### config.mk
export PLATFORM = sky130hd
export DESIGN_NAME = rgb_seq_pwm
export DESIGN_NICKNAME = d
export VERILOG_FILES = /design/src/rtl/rgb_seq_pwm.sv
export SDC_FILE = /design/constraint.sdc
export NUM_CORES = 1
export LEC_CHECK = 0
export CAP_MARGIN = 20
export CELL_PAD_IN_SITES_DETAIL_PLACEMENT = 0
export CELL_PAD_IN_SITES_GLOBAL_PLACEMENT = 1
export CORE_ASPECT_RATIO = 1.25
export CORE_MARGIN = 4
export CORE_UTILIZATION = 30
export CTS_CLUSTER_DIAMETER = 40
export DETAILED_ROUTE_END_ITERATION = 6
export PLACE_DENSITY = 0.56
export SYNTH_ARGS = -nofsm -noshare
export SYNTH_HDL_FRONTEND = slang
export SYNTH_SLANG_ARGS = --single-unit
### constraint.sdc
create_clock -name clk -period 6.2 [get_ports clk]
set_input_delay 1.86 -clock clk [delete_from_list [all_inputs] [get_ports clk]]
set_output_delay 1.86 -clock clk [all_outputs]
set_load 0.01 [all_outputs]
### src/rtl/rgb_seq_pwm.sv
// N-channel PWM colour sequencer: writable palette stepped manually or by a
// timer, optional linear crossfade, duty latched only at PWM period boundaries.
module rgb_seq_pwm #(
  parameter int N_CH       = 3,
  parameter int DW         = 8,
  parameter int N_COL      = 7,
  parameter int TICK_DIV   = 1000000,
  parameter int AUTO_STEPS = 100,
  parameter logic [N_COL*N_CH*DW-1:0] PAL_INIT = '0,
  localparam int AW = (N_COL > 1) ? $clog2(N_COL) : 1
) (
  input  logic               clk,
  input  logic               rst,
  input  logic               en,
  input  logic               mode,
  input  logic               dir,
  input  logic               step,
  input  logic               fade_en,
  input  logic               wr_en,
  input  logic [AW-1:0]      wr_addr,
  input  logic [N_CH*DW-1:0] wr_data,
  output logic [AW-1:0]      color_idx,
  output logic [N_CH*DW-1:0] level,
  output logic               busy,
  output logic [N_CH-1:0]    pwm_out
);
  localparam int TW = (TICK_DIV > 1) ? $clog2(TICK_DIV) : 1;
  localparam int SW = (AUTO_STEPS > 1) ? $clog2(AUTO_STEPS) : 1;
  localparam int EW = N_CH * DW;
  localparam logic [TW-1:0] TICK_LAST = TW'(TICK_DIV - 1);
  localparam logic [SW-1:0] AUTO_LAST = SW'(AUTO_STEPS - 1);
  localparam logic [AW-1:0] IDX_LAST  = AW'(N_COL - 1);
  localparam logic [DW-1:0] PWM_LAST  = {{(DW-1){1'b1}}, 1'b0};
  localparam logic [EW-1:0] ENTRY0    = PAL_INIT[EW-1:0];

  typedef logic [N_CH-1:0][DW-1:0] chan_t;

  // One-LSB move toward the target; never overshoots or wraps.
  function automatic logic [DW-1:0] approach(input logic [DW-1:0] cur,
                                             input logic [DW-1:0] tgt);
    logic [DW-1:0] nxt;
    if (cur < tgt) begin
      nxt = cur + DW'(1);
    end else if (cur > tgt) begin
      nxt = cur - DW'(1);
    end else begin
      nxt = cur;
    end
    return nxt;
  endfunction

  logic [TW-1:0] tick_cnt_q, tick_cnt_d;
  logic [SW-1:0] auto_cnt_q, auto_cnt_d;
  logic          step_q, step_d;
  logic [AW-1:0] idx_q, idx_d;
  logic [EW-1:0] pal_q [N_COL];
  logic [EW-1:0] pal_d [N_COL];
  chan_t         level_q, level_d;
  chan_t         duty_q, duty_d;
  chan_t         target_s;
  logic          busy_q, busy_d;
  logic [DW-1:0] pwm_cnt_q, pwm_cnt_d;
  logic [N_CH-1:0] pwm_q, pwm_d;
  logic          tick_s, step_edge_s, advance_s;

  // Free-running tick divider.
  always_comb begin
    tick_s = (tick_cnt_q == TICK_LAST);
    if (tick_s) begin
      tick_cnt_d = {TW{1'b0}};
    end else begin
      tick_cnt_d = tick_cnt_q + TW'(1);
    end
  end

  // Advance source: step edge in manual mode, every AUTO_STEPS-th tick in auto.
  always_comb begin
    step_d      = step;
    step_edge_s = step & ~step_q;
    if (!en || !mode) begin
      auto_cnt_d = {SW{1'b0}};
    end else if (tick_s) begin
      auto_cnt_d = (auto_cnt_q == AUTO_LAST) ? {SW{1'b0}} : auto_cnt_q + SW'(1);
    end else begin
      auto_cnt_d = auto_cnt_q;
    end
    advance_s = en & (mode ? (tick_s & (auto_cnt_q == AUTO_LAST)) : step_edge_s);
  end

  // Palette index with wrap in both directions.
  always_comb begin
    if (!advance_s) begin
      idx_d = idx_q;
    end else if (!dir) begin
      idx_d = (idx_q == IDX_LAST) ? {AW{1'b0}} : idx_q + AW'(1);
    end else begin
      idx_d = (idx_q == {AW{1'b0}}) ? IDX_LAST : idx_q - AW'(1);
    end
  end

  // Palette write port; out-of-range addresses are dropped.
  always_comb begin
    pal_d = pal_q;
    if (wr_en && (wr_addr <= IDX_LAST)) begin
      pal_d[wr_addr] = wr_data;
    end else begin
      pal_d = pal_q;
    end
  end

  // Level follows target: snap, or crossfade one LSB per tick.
  always_comb begin
    target_s = pal_q[idx_q];
    busy_d   = (level_q != target_s);
    level_d  = level_q;
    for (int c = 0; c < N_CH; c++) begin
      if (!fade_en) begin
        level_d[c] = target_s[c];
      end else if (tick_s) begin
        level_d[c] = approach(level_q[c], target_s[c]);
      end else begin
        level_d[c] = level_q[c];
      end
    end
  end

  // PWM period counter, boundary duty latch and output compare.
  always_comb begin
    if (pwm_cnt_q == PWM_LAST) begin
      pwm_cnt_d = {DW{1'b0}};
      duty_d    = level_q;
    end else begin
      pwm_cnt_d = pwm_cnt_q + DW'(1);
      duty_d    = duty_q;
    end
    for (int c = 0; c < N_CH; c++) begin
      pwm_d[c] = en & (pwm_cnt_q < duty_q[c]);
    end
  end

  // State registers with synchronous reset.
  always_ff @(posedge clk) begin
    if (rst) begin
      tick_cnt_q <= {TW{1'b0}};
      auto_cnt_q <= {SW{1'b0}};
      step_q     <= 1'b0;
      idx_q      <= {AW{1'b0}};
      for (int k = 0; k < N_COL; k++) begin
        pal_q[k] <= PAL_INIT[k*EW +: EW];
      end
      level_q    <= ENTRY0;
      duty_q     <= ENTRY0;
      busy_q     <= 1'b0;
      pwm_cnt_q  <= {DW{1'b0}};
      pwm_q      <= {N_CH{1'b0}};
    end else begin
      tick_cnt_q <= tick_cnt_d;
      auto_cnt_q <= auto_cnt_d;
      step_q     <= step_d;
      idx_q      <= idx_d;
      pal_q      <= pal_d;
      level_q    <= level_d;
      duty_q     <= duty_d;
      busy_q     <= busy_d;
      pwm_cnt_q  <= pwm_cnt_d;
      pwm_q      <= pwm_d;
    end
  end

  assign color_idx = idx_q;
  assign level     = level_q;
  assign busy      = busy_q;
  assign pwm_out   = pwm_q;

endmodule

Word-level counts from Yosys, hierarchy flattened. Index checks and enable logic that the tools add are counted.

Input bits: 35. Flip-flop bits (word level): 259. Output and inout port bits: 31.

Order comparisons: 13. Equality and inequality tests: 9. Reductions and logical operators: 12. Add/subtract/negate cells: 11. Bitwise gates (word level): 9. Muxes and demuxes: 23.

Operators by type and width (count): bitwise mux 168 bit (1); 2-to-1 mux 8 bit (12); binary-select mux 24 bit (select 3 bit) (1); demux 24 bit (select 3 bit) (1); 2-to-1 mux 24 bit (3); < comparator 8 bit (6); adder 8 x 1 -> 8 bit, second input constant (4); greater-than comparator 8 bit (3); != test 24 bit (1); subtractor 8 x 1 -> 8 bit, second input constant (3); adder 20 x 1 -> 20 bit, second input constant (1); equality test 20 bit, second input constant (1); 2-to-1 mux 3 bit (3); != test 3 x 1 -> 1 bit, second input constant (3); equality test 8 bit, second input constant (1); >= comparator 4 bit, second input constant (2); inverter 3 -> 4 bit (2); adder 7 x 1 -> 7 bit, second input constant (1); equality test 7 bit, second input constant (1); 2-to-1 mux 7 bit (1); AND 1 bit (6); AND reduction 2 bit (3); OR reduction 2 bit (3); < comparator 4 x 1 -> 1 bit, second input constant (1); 11 further kinds (13).

Longest topological paths before layout. Gate-level depths: netlist of run 1.

Word-level depth: 9. Depth in mapped cells: 19. Depth with buffers taken out: 17.

Least setup slack after synthesis of run 1. No wires, ideal clock.

Path type: reg-to-reg. From: register idx_q[0], in the netlist color_idx[0]. To: register level_q (netlist bit level[7]). Arrival time: 4113 ps. Cell stages (with the launch flop): 17. Path slack: 1971 ps. Required time: 6083 ps. Library setup time: 117 ps. Path through: dfxtp_1 > buf_2 > buf_1 > mux4_2 > mux2_2 > ha_1 > nor2b_1 > o211a_1 > nor2b_1 > o21ai_0 > ha_1 > a21o_1 > a21o_1 > a21oi_1 > o21ai_0 > xnor3_1 > o21ai_1.

Cells in the longest elaborated chain, start to end: 8. Elaborated cells on any way between the ends: 11. Those cells by class: order compare (2); eq/ne (1); mux (6); bitwise (1); reduce/logical (1).

RTL lines: from (decl) (RTL line 55) `logic [AW-1:0] idx_q, idx_d;`; from (signal assigned) (RTL line 147) `idx_q <= {AW{1'b0}};`; from (signal assigned) (RTL line 160) `idx_q <= idx_d;`; inverter 3 -> 4 bit (implied by the code) * (RTL line 113) `target_s = pal_q[idx_q];`; binary-select mux 24 bit (select 3 bit) * (RTL line 113); 2-to-1 mux 24 bit (implied by the code) * (2 in a row) (RTL line 113); < comparator 8 bit (RTL line 42) `if (cur < tgt) begin`; 2-to-1 mux 8 bit (RTL line 42); 2-to-1 mux 8 bit (RTL line 119) `end else if (tick_s) begin`; 2-to-1 mux 8 bit (RTL line 117) `if (!fade_en) begin`; to (signal assigned) (RTL line 162) `level_q <= level_d;`; to (decl) (RTL line 58) `chan_t level_q, level_d;`.

Every way passes the cells marked *; elsewhere a longest branch is shown, timed or not. The select of a mux whose other input is x is not followed. A chain may end at the register's enable or synchronous reset.

Worst setup path in the final report of run 1.
From: register idx_q[0], in the netlist color_idx[0]. To: register level_q (netlist bit level[14]).

The elaborated chain is that of the path after synthesis.

==> flow_summary.toml, run 1 <==
[layout]
nets = 1749
area_growth_pct = 22.18
fillers = 4473
final_layout_size_suffix_gt1_share_pct = 9.418
layout.cells.non_filler = 2232
antenna_cells = 0
layout.area.seq_sq_um = 5189
multi_input_area_sq_um = 7450

[worst_hold_path]
worstHoldPathCells = 2
hp-class = "reg -> reg"

[clock_network]
cts_setup_buffers = 0
root_buffer = "clkbuf_16"
cts_made_buffers = 48
clk_latency_ps = 560
clkSinkCount = 259
htree_num_levels = 2
clk_pin_slew_ps = 50
ctsHoldBuffers = 0
cts-resized-gates = 0
cts_tree = "built"
clk_path_buf_depth = 3

[placement]
port_buffers = 65
dpl.hpwl_mm = 25.53
gp_congestion = 0.7756
dp.cells = 2142

[yosys]
synth_seq_area_share_pct = 39.60
synth_top_area_share_pct = 39.60
async_flop_share_pct = 0
ys_top_cells_by_area = "dfxtp_1 40%, nand2_1 13%, a21oi_1 9.0%"
syn_inst = 1584
synth_nets = 1706
ys_ff_latch = 259
syn-cell-area_sq_um = 13090
yosys_warnings = 0
avgSynthCellArea_sq_um = 8.266
synth_edf_count = 0
yosysUniqueCellTypes = 56
synth_area_leader_cell = "dfxtp_1"
ys.flop_type = "dfxtp_1"

[grt]
overflow = 0
grt_max_degree = 93
antenna_found_initial = 0
top_usage_layer = "met2"
grt_first_pass_wirelength_mm = 62.83
gr-usage-met2_pct = 29.15
grt_usage_pct = 16.43
grt_pass1_vias = 11040
use_met1_pct = 21.06
use_met3_pct = 2.673

[worst_setup_path]
cp_max_fo = 16
critPathKind = "reg -> reg"
worstPathArrival_ps = 5040
worst_ep_required_time_ps = 6600
r2r_cells = 16
end_kind = "register"
start_kind = "register"

[floorplan]
start_util_pct = 30.40
io-pin-count = 66
die_x_um = 194.9
dieArea_sq_um = 47070
core-area_sq_um = 43070
die_height_um = 241.6
fp-row-count = 85

[sta]
slew_violations = 0
slew_headroom_pct = 32.12
finalSetupViolations = 0
min_period_ps = 4642
rsz0062_at_grt = "false"
final_hold_viol_count = 0
fin_setup_tns_ps = 0
fmax_mhz = 215.4
period_share_pct = 74.87
tightest_slew_ps = 1018
skew_ps = 26.09

[routing]
avgRoutedWirePerCell_um = 17.75
vias = 11010
first_pass_iters = 5
antenna_left = 0
avgViaCountPerCell = 4.931
drt-initial-drc-count = 593
routed_wl_mm = 39.61
drc = 0

[power]
leakage_nw = 5.684
vdd_drop_max_v = 0.0001856
cellPowerDensity_nw_per_um2 = 378.7

[status]
outcome = "completed"

[run]
max_cap_viol_count = 0
-- final timing paths --
check | startpoint | to | slack [ps]
worst max-delay path | color_idx[0] | level[14] | 1560
worst min-delay path | pal_q[64] | pal_q[64] | 450
worst max register to register | color_idx[0] | level[14] | 1560
worst min register to register | pal_q[64] | pal_q[64] | 450
-- state kept, by name, indices dropped and copies added, names as in the netlist --
register and cells:
pwm_cnt_q 8, color_idx 3, duty_q 24, busy 1, pwm_out 3, pal_q 168
tick_cnt_q 20, auto_cnt_q 7, step_q 1, level 24
-- layout make-up --
type | count | area share, %
multi-input cells | 1199 | 46.57
flip-flops and latches | 259 | 32.44
clock buffers | 59 | 8.213
repair buffers | 84 | 4.935
well taps | 565 | 4.419
clock inverters | 31 | 2.605
inverters | 35 | 0.8213
-- Yosys cell counts (14+ instances only) --
master	instances
o21ai_0	46
inv_1	35
and3_1	16
a21oi_1	236
dfxtp_1	259
nand3_1	24
clkbuf_1	72
ha_1	84
mux4_2	24
nand2_1	444
nand4_1	14
a21o_1	18
nor2_1	60
mux2i_1	56
xor2_1	25
-- kinds of logic after synthesis --
group,synth area share [%]
buffers and inverters,3.928
multiplexers,8.840
AND/OR/NAND/NOR,19.96
XOR/XNOR,2.714
AO/OA/AOI/OAI,16.47
adder cells (fa/ha/maj),8.486
flip-flops,39.60
-- critical path, stage by stage (launching register included) --
cell,delay [ps]
dfxtp_2,560
nor2b_2,630
buf_4,350
o2bb2ai_1,150
mux2i_1,140
ha_1,330
nor2b_1,140
o211a_1,220
o21ai_0,230
nand2b_1,280
fa_1,480
a21o_1,170
a21o_1,190
a21oi_1,210
nor3_1,70
a311oi_1,230
a21oi_1,100
-- report_power, final --
group / switching [mW] / internal, mW
Sequential: 0.114 / 1.74
Combinational: 0.760 / 0.650
Clock: 0.943 / 1.85
-- cells in the final DEF (no fill, tap or decap), types with 25 or more instances in the layout --
master	count
ha_1	84
mux2i_1	56
clkdlybuf4s50_1	63
nor2_1	55
nand2_1	444
dfxtp_1	256
inv_1	35
a21oi_1	236
o21ai_0	46
clkbuf_16	49
xor2_1	25
-- metrics by stage --
| step | setup slack, ps | hold WS [ps] | utilization, % | area, sq um | total power, mW |
|---|---|---|---|---|---|
| 2_1_floorplan | 1971 | 426.1 | - | 13090 | 2.877 |
| 3_3_place_gp | 1676 | 438.8 | 33.12 | 14270 | 3.294 |
| 3_5_place_dp | 1536 | 443.8 | 33.12 | 14270 | 3.297 |
| 4_1_cts | 1519 | 450.9 | 37.14 | 16000 | 6.139 |
| 5_1_grt | 1176 | 467.7 | 37.14 | 16000 | 6.395 |
| 6_report | 1558 | 449.8 | 37.14 | 16000 | 6.057 |
-- layer usage --
metal  up-vias  part of all wire, %
met1      5249                   45
met2       173                   50
met5         -                    0
li1       5542                    -
met4         0                  1.5
met3        43                  3.3
Power figures use the tool's default switching activity.
==> inputs of run 2 (changes only) <==
Settings changed: PLACE_DENSITY 0.56 to 0.58.
Clock period 6.2 ns to 3.85 ns, I/O delays scaled along.
==> run 2 against run 1 <==
Cell area increased by 2.7%. Global-route usage about the same. Sequential cell count did not move. Register-to-register slack worse by 1300 ps. Critical path depth unchanged. First-iteration DRC count fell by 10%. Cell count up 2.9%. Non-clock buffer count rose by 76. Die area stayed put.
==> flow_summary.toml, run 2 (synthesis results as in run 1) <==
[layout]
nets = 1819
layout_commonest_cell = "nand2_1"
largest_reg_flops = 168
fillers = 4487
area_growth_pct = 25.42
antenna_cells = 0
layout_common_cells = "443 x nand2_1, 256 x dfxtp_1, 230 x a21oi_1, 86 x buf_4, 83 x ha_1"
regMostFlops = "pal_q"
fin_area_sq_um = 16420
final_layout_size_suffix_gt1_share_pct = 13.29

[routing]
avgRoutedWirePerCell_um = 17.38
vias = 11180
avgViaCountPerCell = 4.868
antenna_left = 0
drc = 0
routed_wl_mm = 39.91
drt-initial-drc-count = 532
first_pass_iters = 5

[clock_network]
clkSinkCount = 259
cts_tree = "built"
clk_pin_slew_ps = 50
clk_path_buf_depth = 3
htree_num_levels = 2
clk_latency_ps = 540
cts_made_buffers = 42
root_buffer = "clkbuf_16"

[grt]
antenna_found_initial = 0
grt_first_pass_wirelength_mm = 62.73
grt_max_degree = 174
overflow = 0
grt_pass1_vias = 11150
grt_usage_pct = 16.41

[power]
leakage_nw = 5.959
vdd_drop_max_v = 0.0003180
p_total_mw = 9.407
cellPowerDensity_nw_per_um2 = 572.8

[placement]
placed_area_sq_um = 14840
port_buffers = 65
gp_congestion = 0.7661
place_ws_ps = -25.97
dpl.hpwl_mm = 27.37

[worst_setup_path]
rrSetupSlack_ps = 210
end_kind = "register"
r2r_start = "color_idx[0]"
worstPathArrival_ps = 4110
critPathKind = "reg -> reg"
r2r-end = "level[22]"
r2r_cells = 16
cp_max_fo = 10
critPathLaunch = "color_idx[0]"
start_kind = "register"
worst_ep_required_time_ps = 4320
crit_end = "level[22]"

[sta]
period_share_pct = 94.50
tightest_slew_ps = 978.0
rsz0062_at_grt = "false"
min_period_ps = 3638
slew_headroom_pct = 34.80
slew_violations = 0
fmax_mhz = 274.9
skew_ps = 17.86
final_hold_viol_count = 0
finalSetupViolations = 0
setup_slack_ps = 211.9

[floorplan]
core-area_sq_um = 43070
dieArea_sq_um = 47070
start_util_pct = 30.40
die_x_um = 194.9
die_height_um = 241.6
fp-row-count = 85
io-pin-count = 66

[worst_hold_path]
hp-class = "reg -> reg"
worstHoldPathCells = 2

[status]
outcome = "completed"

[run]
max_cap_viol_count = 0
[run 2: routing by layer]
layer,up-vias,track usage [%],routed length [um]
li1,5686,-,-
met1,5244,20.35,17350
met2,173,29.02,20000
met5,-,0,0
met3,75,2.576,1385
met4,0,5.505,1175
[run 2: stage by stage]
step | std cells | hold WS, ps | setup TNS (ps) | util [%]
2_1_floorplan | 1584 | 426.1 | 0 | -
3_3_place_gp | 2212 | 438.4 | 0 | 34.45
3_5_place_dp | 2212 | 445.2 | -25.97 | 34.45
4_1_cts | 2290 | 453.2 | 0 | 37.79
5_1_grt | 2296 | 468.7 | 0 | 38.12
6_report | 2296 | 451.8 | 0 | 38.12
[run 2: what timing repair did]
item                       4_1_cts  5_1_grt
buffers inserted                 0        5
pin swaps                        0        4
setup endpoints to repair        1       13
hold buffers                     0        0
gates resized for setup          1       22
gates cloned                     0        1
[run 2: report_power, final]
part	leakage (nW)	internal (mW)	switching (mW)	total, mW
Clock	0.703	2.44	1.43	3.87
Combinational	3.16	1.26	1.34	2.59
Sequential	2.10	2.80	0.151	2.95
[run 2: worst min path at each step]
stage	start	endpoint	slack, ps
global placement	tick_cnt_q[0]	tick_cnt_q[0]	440
floorplan	tick_cnt_q[0]	tick_cnt_q[0]	430
finish	pal_q[145]	pal_q[145]	450
global route	pal_q[70]	pal_q[70]	470
detailed placement	pal_q[73]	pal_q[73]	450
CTS	pal_q[73]	pal_q[73]	450
[run 2: area by class of cell]
class | count | area [sq um] | area share, %
repair buffers | 160 | 1460 | 8.892
clock inverters | 25 | 312.8 | 1.905
inverters | 35 | 131.4 | 0.8001
multi-input cells | 1199 | 7493 | 45.63
flip-flops and latches | 259 | 5194 | 31.63
well taps | 565 | 706.9 | 4.305
clock buffers | 53 | 1122 | 6.835
[run 2: worst max-delay path: stages, from the launching register on]
cell and delay (ps):
dfxtp_4 430, buf_12 160, mux4_2 490, mux2i_1 150, buf_4 160, ha_1 230
nor2b_1 140, o211ai_1 200, a21o_1 190, nand2_2 100, fa_2 350, a21o_1 160
a21o_1 200, a21oi_2 160, mux2i_1 190, o21ai_0 100, a21oi_1 150
